===== config.mk =====
export PLATFORM = sky130hd
export DESIGN_NAME = palette_access_ctrl
export DESIGN_NICKNAME = d
export VERILOG_FILES = /design/src/rtl/palette_access_ctrl.sv
export SDC_FILE = /design/constraint.sdc
export NUM_CORES = 1
export LEC_CHECK = 0
export ABC_AREA = 1
export CAP_MARGIN = 20
export CORE_MARGIN = 4
export CORE_UTILIZATION = 43
export CTS_CLUSTER_SIZE = 24
export DETAILED_ROUTE_END_ITERATION = 7
export PLACE_DENSITY_LB_ADDON = 0.15
export SETUP_SLACK_MARGIN = 0.02
export SLEW_MARGIN = 20
export SYNTH_ARGS = -nofsm -noshare
export SYNTH_HDL_FRONTEND = slang
export SYNTH_SLANG_ARGS = --single-unit

===== constraint.sdc =====
create_clock -name clk -period 1.7 [get_ports clk]
set_input_delay 0.255 -clock clk [delete_from_list [all_inputs] [get_ports clk]]
set_output_delay 0.255 -clock clk [all_outputs]
set_load 0.005 [all_outputs]

===== src/rtl/palette_access_ctrl.sv =====
// Single-port scheduler for the 32x6 PPU palette RAM.
// Ports: clk/reset/ce; renderer lookup (render_en, render_addr, render_data);
// CPU port (cpu_req, cpu_we, cpu_addr, cpu_wdata, cpu_ack, cpu_rdata);
// clear sweep (clear_start, clear_busy); RAM side (pal_addr, pal_din,
// pal_write, pal_dout).
module palette_access_ctrl #(
  parameter int         WQ_DEPTH    = 2,
  parameter logic [5:0] CLEAR_VALUE = 6'h0F
) (
  input  logic       clk,
  input  logic       reset,
  input  logic       ce,
  input  logic       render_en,
  input  logic [4:0] render_addr,
  output logic [5:0] render_data,
  input  logic       cpu_req,
  input  logic       cpu_we,
  input  logic [4:0] cpu_addr,
  input  logic [5:0] cpu_wdata,
  output logic       cpu_ack,
  output logic [5:0] cpu_rdata,
  input  logic       clear_start,
  output logic       clear_busy,
  output logic [4:0] pal_addr,
  output logic [5:0] pal_din,
  output logic       pal_write,
  input  logic [5:0] pal_dout
);

  localparam int AW = $clog2(WQ_DEPTH);
  localparam logic [AW:0] CNT_FULL = (AW+1)'(WQ_DEPTH);

  localparam logic [1:0] S_IDLE  = 2'd0;
  localparam logic [1:0] S_WAIT  = 2'd1;
  localparam logic [1:0] S_SWEEP = 2'd2;

  logic [1:0]    state;
  logic [4:0]    clr_cnt;
  logic [4:0]    q_addr [WQ_DEPTH];
  logic [5:0]    q_data [WQ_DEPTH];
  logic [AW-1:0] head;
  logic [AW-1:0] tail;
  logic [AW:0]   count;

  logic slot;
  logic q_empty;
  logic q_full;
  logic g_render;
  logic g_clear;
  logic g_qwr;
  logic g_read;
  logic push;
  logic pop;

  assign clear_busy = (state != S_IDLE);
  assign slot       = ce & ~reset;
  assign q_empty    = (count == '0);
  assign q_full     = (count == CNT_FULL);

  // Grants are mutually exclusive by construction.
  assign g_render = slot & render_en;
  assign g_clear  = slot & ~render_en & (state == S_SWEEP);
  assign g_qwr    = slot & ~render_en & (state != S_SWEEP) & ~q_empty;
  // Reads wait for an empty queue so they always see acked writes.
  // Gating on cpu_ack keeps a held request from being acked twice.
  assign g_read   = slot & ~render_en & ~clear_busy & q_empty
                  & cpu_req & ~cpu_we & ~cpu_ack;

  assign pop  = g_qwr;
  assign push = slot & cpu_req & cpu_we & ~cpu_ack & ~clear_busy
              & (~q_full | pop);

  always_comb begin
    pal_addr  = '0;
    pal_din   = '0;
    pal_write = 1'b0;
    unique case (1'b1)
      g_render: begin
        // Index 0 of every sub-palette shows the backdrop.
        pal_addr = (render_addr[1:0] == 2'b00) ? 5'd0 : render_addr;
      end
      g_clear: begin
        pal_addr  = clr_cnt;
        pal_din   = CLEAR_VALUE;
        pal_write = 1'b1;
      end
      g_qwr: begin
        pal_addr  = q_addr[head];
        pal_din   = q_data[head];
        pal_write = 1'b1;
      end
      g_read: begin
        pal_addr = cpu_addr;
      end
      default: ;
    endcase
  end

  always_ff @(posedge clk) begin
    if (push) begin
      q_addr[tail] <= cpu_addr;
      q_data[tail] <= cpu_wdata;
    end
  end

  always_ff @(posedge clk) begin
    if (reset) begin
      render_data <= '0;
      cpu_ack     <= 1'b0;
      cpu_rdata   <= '0;
      head        <= '0;
      tail        <= '0;
      count       <= '0;
      state       <= S_IDLE;
      clr_cnt     <= '0;
    end else begin
      cpu_ack <= push | g_read;
      if (g_render) render_data <= pal_dout;
      if (g_read)   cpu_rdata   <= pal_dout;
      if (push)     tail <= tail + 1'b1;
      if (pop)      head <= head + 1'b1;
      count <= count + {{AW{1'b0}}, push} - {{AW{1'b0}}, pop};
      case (state)
        S_IDLE: begin
          if (clear_start) state <= S_WAIT;
        end
        S_WAIT: begin
          if (ce && q_empty) begin
            state   <= S_SWEEP;
            clr_cnt <= '0;
          end
        end
        S_SWEEP: begin
          if (g_clear) begin
            clr_cnt <= clr_cnt + 5'd1;
            if (clr_cnt == 5'd31) state <= S_IDLE;
          end
        end
        default: state <= S_IDLE;
      endcase
    end
  end

endmodule


---- Word-level counts from Yosys, hierarchy flattened ----
Memory sizes are Yosys's and may differ from the RTL's. A register that Yosys moved wholly into a read port is not among the register bits.
Index checks and enable logic that the tools add are counted.
Widths: inputs -> output; s select.
operators by class
  mux-type cells .......................... 18
  reduce and logical (&&, ||, !) cells .... 9
  bitwise operators ....................... 25
  add/subtract/negate cells ............... 5
  equality and inequality tests ........... 9
operators with widths
  operator             number
  $pmux 5 s4           1
  $and 1x1->1          16
  $mux 5               3
  $pmux 6 s2           1
  $pmux 5 s2           1
  $mux 2               4
  $ne 2x2->1 const B   4
  $mux 1               7
  $not 1->1            7
  $logic_not 2->1      3
  $pmux 2 s3           1
  $add 5x1->5 const B  1
  $eq 5x5->1 const B   1
  $eq 2x2->1 const B   2
  $reduce_and 4->1     1
  $reduce_bool 2->1    2
  $reduce_and 3->1     1
  $add 1x1->1 const B  2
  $add 2x1->2          1
  $eq 2x1->1 const B   1
  $ne 2x1->1 const B   1
  $or 1x1->1           2
  $reduce_or 2->1      1
  $sub 2x1->2          1
  $logic_and 1x1->1    1
storage, ports and cells
  memory bits (writable) .................. 22
  bits in registers ....................... 24
  memories ................................ 2
  output and inout port bits .............. 26
  input port bits ......................... 29
  logic and storage cells ................. 76
memory list
  memory  depth  width  rd ports  clocked after Yosys merged registers in  write ports  line  source
  q_data  2      6      1         1                                        1            40    logic [5:0] q_data [WQ_DEPTH];
  q_addr  2      5      1         1                                        1            39    logic [4:0] q_addr [WQ_DEPTH];

---- Longest topological paths before layout ----
Gate-level depths: netlist of the first run.
  depth in word-level cells ............... 9
  mapped depth ............................ 13

---- Least setup slack after synthesis of the first run ----
No wires, ideal clock.
  path type ............................... input to register
  from .................................... input reset
  to ...................................... memory q_addr[0][0], enable pin
  arrival ................................. 1.347 ns
  stages on the path ...................... 8
  setup slack ............................. -0.026 ns
  path buffers ............................ 1
  cell sequence ........................... buf_6 > inv_6 > nand2_2 > nor2_4 > nand2_2 > nand2_1 > nand2_1 > nor2_1
between the ends
  cells in the longest elaborated chain, start to end .. 9
  elaborated cells on any way between the ends .. 13
ends and longest elaborated chain
  what                                              line    source
  from (decl)                                       11      input logic reset,
  $not 1->1 (*)                                     56      assign slot = ce & ~reset;
  $and 1x1->1 (*)                                   56
  $and 1x1->1 (on tied branches) (3 in a row)       70, 63
  $and 1x1->1 / $or 1x1->1 (equally long branches)  70, 71
  $and 1x1->1 (*)                                   71      & (~q_full | pop);
  $mux 1 (*)                                        100     if (push) begin
  $mux 1 (not written as such) (*)                  101     q_addr[tail] <= cpu_addr;
  to (decl)                                         39
Every way passes the cells marked *; elsewhere a longest branch is shown, timed or not.

---- Final worst setup path of the first run ----
  from .................................... register state[0]
  to ...................................... output pal_addr[4]
between the ends
  cells in the longest elaborated chain, start to end .. 8
  elaborated cells on any way between the ends .. 13
ends and longest elaborated chain
  what                      line  source
  from (decl)               37    logic [1:0] state;
  from (signal assigned)    114   state <= S_IDLE;
  from (signal assigned)    125   if (clear_start) state <= S_WAIT;
  from (signal assigned)    129   state <= S_SWEEP;
  $reduce_bool 2->1         55    assign clear_busy = (state != S_IDLE);
  $not 1->1                 66    assign g_read = slot & ~render_en & ~clear_busy & q_empty
  $and 1x1->1 (2 in a row)  66
  $and 1x1->1 (3 in a row)  67    & cpu_req & ~cpu_we & ~cpu_ack;
  $pmux 5 s4 (*)            77    unique case (1'b1)
  to (decl)                 24    output logic [4:0] pal_addr,
Marks and branches as above.

==> impl_metrics.yaml, run 1 <==
status:
  status: "complete, but fails checks"
  violations: "setup timing"
sta:
  fmax_mhz: 558
  worst_slack_ns: -0.0913
  tightestPinTransition_ns: 0.264
  min_period_ns: 1.79
  finalSetupViolCount: 12
  finClkSkew_ns: 0.00882
  rsz0062_at_grt: "true"
  whs_ns: 0.467
  hold_viol: 0
  slew_viol_final: 0
  slew_headroom_pct: 82.4
  finalCritPeriodShare_pct: 105
finish:
  drive_gt1_share_pct: 37.4
  stdcell_area_um2: 3420
  nNetsFinal: 384
  area_growth_pct: 62.8
  fin_cells: 420
  diodes: 0
synth:
  synth_cell_types: 25
  synth.area.top_cells: "edfxtp_1 (31%), dfxtp_1 (24%), nand2_1 (12%)"
  ys_warn_count: 0
  ys_seq_area_share_pct: 55.2
  ys_ff_latch: 47
  syn-cell-area_um2: 2100
  avgSynthCellArea_um2: 8.80
  netlist.top_cell.by_area: "edfxtp_1"
  synth_top_area_share_pct: 31.4
  synth_nets: 271
  syn_inst: 239
pwr:
  leakagePower_nw: 1.43
  vdd_drop_max_uv: 520
  finalPower_mw: 2.31
  power_density_nw_per_um2: 673
setup_path:
  timing.rr.end: "count[1]"
  worst_ep_arrival_time_ns: 1.54
  r2r_setup_slack_ns: -0.08
  critical_path_required_ns: 1.44
  worstSetupPathType: "flop to output pin"
  start_kind: "flop"
  r2r_start: "count[1]"
  crit_start: "state[0]"
  reg2reg_depth: 11
  path_max_fanout: 4
  cp-end-kind: "output pin"
grt:
  grt_pass1_wl_mm: 9.50
  grt_max_degree: 18
  grt_overflow: 0
  track_usage_pct: 19.9
  antenna_found_initial: 0
  grt_pass1_vias: 1984
clock_network:
  hold_buffers: 0
  worstSkewPairLatency_ns: 0.31
  clk_pin_slew_ns: 0.10
  clock-root-buffer: "clkbuf_8"
  cts_num_sinks: 47
  cts.path.max_buffers: 2
  h-tree-depth: 2
  numCtsBuffers: 5
  cts_tree: "built"
placed_design:
  place_area_um2: 2960
  gp_congestion: 0.791
  dp_hpwl_mm: 3.77
  io_buffer_count: 54
  dp_cells: 387
route:
  wl_per_cell_um: 15.2
  drc_errors: 0
  finalWirelength_mm: 6.37
  drtAntennaViolNets: 0
  drt_iter0_markers: 116
  via_count: 2041
  drtPass1Iterations: 4
  viasPerCell: 4.86
min_path:
  min_delay_path_depth: 3
  hp-start: "reset"
  hold_path.class: "input pin to flop"
  min_to: "count[0]"
floorplan:
  ioPinCount: 55
  die_x_um: 77.9
  rows: 25
  die_h_um: 77.9
  dieArea_um2: 6070
  start_util_pct: 44.5
  core_area_um2: 4720
run:
  drv_cap: 0
layout by cell type, fill, tap and decap left out, drive strengths merged, types with 5 or more instances in the layout:
master,count
nand2,71
buf,68
clkdlybuf4s50,38
nor2,30
dfxtp,25
edfxtp,22
inv,22
o21ai,19
a21oi,16
nand3,11
clkbuf,6
nand4,5
sequential cells by signal (all words and copies together), names as in the netlist, named ones only:
signal	count
q_data	12
q_addr	10
cpu_rdata	6
render_data	6
clr_cnt	5
count	2
state	2
cpu_ack	1
head	1
tail	1
per-layer routing:
| metal | vias up | global-route usage [%] | part of all wire (%) |
|---|---|---|---|
| li1 | 1012 | - | - |
| met5 | - | 0 | 0 |
| met2 | 61 | 33.6 | 50 |
| met4 | 0 | 6.64 | 2.1 |
| met3 | 13 | 5.34 | 5.7 |
| met1 | 955 | 24.7 | 43 |
area by class of cell:
class                   count  area [um^2]
clock buffers               5         68.8
clock inverters             3         22.5
fillers                   352         1300
inverters                  22         98.8
multi-input cells         165          978
flip-flops and latches     47         1170
well taps                  67         83.8
repair buffers            111         1000
stage by stage:
stage / util, % / worst slack (ns) / setup TNS, ns
2_1_floorplan: - / 0.146 / 0
3_3_place_gp: 62.6 / -0.621 / -20.56
3_5_place_dp: 62.6 / -0.648 / -23.30
4_1_cts: 68.3 / -0.0914 / -0.407
5_1_grt: 72.5 / -0.160 / -1.45
6_report: 72.5 / -0.0913 / -0.500
synthesized netlist by cell type:
| cell type | n |
|---|---|
| clkinv_1 | 1 |
| nor3_1 | 1 |
| nor2_2 | 3 |
| nor2_1 | 23 |
| nand2_1 | 66 |
| clkbuf_1 | 1 |
| nand2_2 | 4 |
| nor2_4 | 4 |
| buf_6 | 3 |
| o21ai_0 | 16 |
| inv_2 | 2 |
| xor2_1 | 3 |
| inv_6 | 1 |
| ha_1 | 3 |
| mux2i_1 | 4 |
| dfxtp_1 | 25 |
| buf_2 | 2 |
| o21ai_1 | 3 |
| nand3_1 | 11 |
| a21oi_1 | 16 |
| edfxtp_1 | 22 |
| inv_1 | 18 |
| nand4_1 | 5 |
| or2_2 | 1 |
| o211ai_1 | 1 |
what timing repair did:
item	CTS	global route
buffers inserted	17	9
setup endpoints to repair	38	36
gates cloned	1	1
gates resized for setup	89	39
pin swaps	10	16
report_power, final:
group	internal, mW	switching [mW]
logic	0.196	0.174
clock network	0.295	0.413
registers	1.21	0.0185
total	1.70	0.605
logic make-up (layout without fill, tap and decap cells):
kind of cell / count (synthesis) / count (layout) / synth area share, %
mux: 4 / 4 / 1.90
flops: 47 / 47 / 55.2
xor+xnor: 3 / 3 / 1.25
compound gates: 36 / 36 / 8.69
fa+ha+maj: 3 / 3 / 1.78
buf+inv: 28 / 141 / 6.42
simple gates: 118 / 119 / 24.7
critical path, stage by stage, from the launching register on:
cell and delay [ns]:
dfxtp_4 0.37, nor2_4 0.17, inv_2 0.06, nor2_4 0.19
buf_6 0.14, buf_6 0.08, nand2_2 0.04, nand4_1 0.06
buf_2 0.12
how the worst max path moves through the flow:
stage | to | slack, ns
floorplan | count[1] | 0.15
global placement | pal_addr[3] | -0.62
detailed placement | pal_addr[3] | -0.65
CTS | pal_din[5] | -0.09
global route | count[1] | -0.16
finish | pal_addr[4] | -0.09
Note: power is estimated with default switching activity, not from simulation.
==> inputs of run 2 (changes only) <==
- ABC_AREA: 1 -> unset
==> impl_metrics.yaml, run 2 <==
setup_path:
  crit_start: "state[0]"
  timing.rr.end: "count[1]"
  critical_path_required_ns: 1.89
  cp-end-kind: "flop"
  r2r_setup_slack_ns: -0.25
  crit_path_end: "count[1]"
  reg2reg_depth: 9
  start_kind: "flop"
  path_max_fanout: 4
  r2r_start: "state[0]"
  worst_ep_arrival_time_ns: 2.14
  worstSetupPathType: "flop to flop"
finish:
  final_core_util_pct: 71.7
  fillers: 348
  final_common_cell: "buf_4"
  reg_top3: "q_data: 12 flops, q_addr: 10 flops"
  drive_gt1_share_pct: 35.2
  area_growth_pct: 57.3
  nNetsFinal: 324
  largest_register: "q_data"
  largest_register_ffs: 12
  layout_common_cells: "buf_4 (43), nand2_1 (38), clkdlybuf4s50_1 (38), edfxtp_1 (22), dfxtp_1 (21)"
  diodes: 0
synth:
  syn-cell-area_um2: 2030
  synth_top_area_share_pct: 32.6
  ys_async_sr_fraction_pct: 0
  synth.top_cells.by_count: "nand2_1 (38), dfxtp_1 (25), edfxtp_1 (22), nor2_1 (11), mux2i_1 (10)"
  synth_top_flop_cell: "dfxtp_1"
  netlist.top_cell.by_area: "edfxtp_1"
  synth_cell_types: 41
  synth_nets: 218
  ys_warn_count: 0
  yosysMostFrequentCell: "nand2_1"
  ys_ff_latch: 47
  syn_inst: 186
  ys_seq_area_share_pct: 57.3
  synth_edf_count: 22
  synth.area.top_cells: "edfxtp_1 (33%), dfxtp_1 (25%), nand2_1 (7.0%)"
  avgSynthCellArea_um2: 10.9
route:
  drtAntennaViolNets: 0
  wl_per_cell_um: 15.7
  finalWirelength_mm: 5.42
  drtPass1Iterations: 4
  viasPerCell: 5.17
  drc_errors: 0
  via_count: 1783
  drt_iter0_markers: 104
placed_design:
  io_buffer_count: 54
  dp_hpwl_mm: 3.74
  place_ws_ns: -0.875
  gp_congestion: 0.818
pwr:
  p_sw_mw: 0.503
  power_density_nw_per_um2: 743
  seqPwrFrac_pct: 51.7
  p_int_mw: 1.87
  sw_frac_of_total_pct: 21.2
  vdd_drop_max_uv: 505
  leakagePower_nw: 1.28
  p_clk_share_pct: 35.5
  pwr-share-comb_pct: 12.8
sta:
  whs_ns: 0.297
  finalCritPeriodShare_pct: 115
  min_period_ns: 1.95
  rsz0062_at_grt: "true"
  slew_headroom_pct: 73.3
  worst_slack_ns: -0.250
  hold_viol: 0
  fmax_mhz: 513
  finClkSkew_ns: 0.00385
  tightestPinTransition_ns: 0.396
  finalSetupViolCount: 36
  tns_ns: -5.68
  slew_viol_final: 0
floorplan:
  ioPinCount: 55
  start_util_pct: 45.6
  die_x_um: 76.6
  rows: 24
  die_h_um: 76.6
  core_area_um2: 4440
  dieArea_um2: 5870
run:
  drv_cap: 0
clock_network:
  clk_pin_slew_ns: 0.08
  cts.path.max_buffers: 2
  clock-root-buffer: "clkbuf_8"
  cts_tree: "built"
  cts_num_sinks: 47
  h-tree-depth: 2
  numCtsBuffers: 5
  worstSkewPairLatency_ns: 0.30
  hold_buffers: 0
grt:
  antenna_found_initial: 0
  grt_pass1_wl_mm: 8.89
  grt_pass1_vias: 1828
  grt_max_degree: 16
  track_usage_pct: 19.3
  grt_overflow: 0
min_path:
  hp-start: "reset"
  hold_path.class: "input pin to flop"
status:
  violations: "setup timing"
  status: "complete, but fails checks"
run 2: cell types whose count changed after synthesis, sizes merged, moves of 6 or more:
| cell | delta |
|---|---|
| a21oi | -7 |
| o21ai | -10 |
| inv | -19 |
| nand2 | -31 |
| nand3b | +7 |
| nand3 | -7 |
| mux2i | +6 |
| nor2 | -19 |
run 2: critical path: stages (launching register included):
cell and delay, ns:
dfxtp_4 0.37, nor4b_4 0.29, buf_4 0.16, nand3_2 0.06, or2_4 0.25, o21ai_4 0.14, ha_4 0.15, xnor2_2 0.11
nor2_1 0.06, mux2_4 0.25
run 2: metrics by stage:
step | instances | area (um^2) | power, mW
2_1_floorplan | 186 | 2060 | 1.34
3_3_place_gp | 325 | 2940 | 1.53
3_5_place_dp | 325 | 2940 | 1.53
4_1_cts | 344 | 3160 | 2.38
5_1_grt | 345 | 3190 | 2.47
6_report | 345 | 3190 | 2.37
run 2: worst min-delay path by stage:
stage                     depth (start not counted)  slack [ns]           end
after detailed placement                          2        0.45  cpu_rdata[0]
after floorplan                                   0        0.35  q_addr[0][0]
after CTS                                         3        0.29      state[1]
final                                             3        0.30      state[1]
after global placement                            2        0.45  cpu_rdata[0]
after global routing                              3        0.31      state[1]
run 2: cells by family (layout without fill, tap and decap cells):
family                     after synthesis  count (layout)  synth area share [%]
AOI/OAI and AO/OA                       31              31                  10.4
xor gates and xnor gates                 3               3                  1.30
adders and majority gates                3               3                  1.85
buffers and inverters                    8             114                  1.91
DFF                                     47              47                  57.3
muxes                                   12              12                  6.24
and+or+nand+nor                         82              83                  21.0
run 2: cell type report:
type / count / area (um^2) / share of cell area, %
Clock buffer: 6 / 82.6 / 2.59
Clock inverter: 2 / 35.0 / 1.10
Timing Repair Buffer: 103 / 887 / 27.8
Sequential cell: 47 / 1170 / 36.7
Multi-Input combinational cell: 132 / 926 / 29.1
Timing Repair inverter: 1 / 7.51 / 0.236
Inverter: 2 / 12.5 / 0.393
Tap cell: 52 / 65.1 / 2.04
run 2: layer usage:
layer / GRT usage, % / vias to the layer above / share of wire [%] / wire (um)
li1: - / 880 / - / -
met1: 24.0 / 840 / 45 / 2440
met2: 31.6 / 55 / 48 / 2580
met3: 6.03 / 8 / 6.0 / 323
met4: 6.70 / 0 / 1.3 / 70
met5: 0 / - / 0 / 0
run 2: power groups by stage:
stage                     clock network, mW  registers (mW)  logic (mW)
after global placement                    0            1.25       0.282
after detailed placement                  0            1.25       0.285
final                                 0.841            1.22       0.303
after CTS                             0.856            1.22       0.296
after global routing                  0.916            1.23       0.326
after floorplan                           0            1.25      0.0899
run 2: what timing repair did:
action,4_1_cts,5_1_grt
buffers inserted,8,2
gates cloned,3,0
gates resized for setup,74,3
pin swaps,13,3
setup endpoints to repair,37,37
==> inputs of run 3 (changes only) <==
- GPL_ROUTABILITY_DRIVEN: unset -> 1
==> results of run 3 <==
Same layout as run 2: the final DEF is identical, and so are final timing and power.
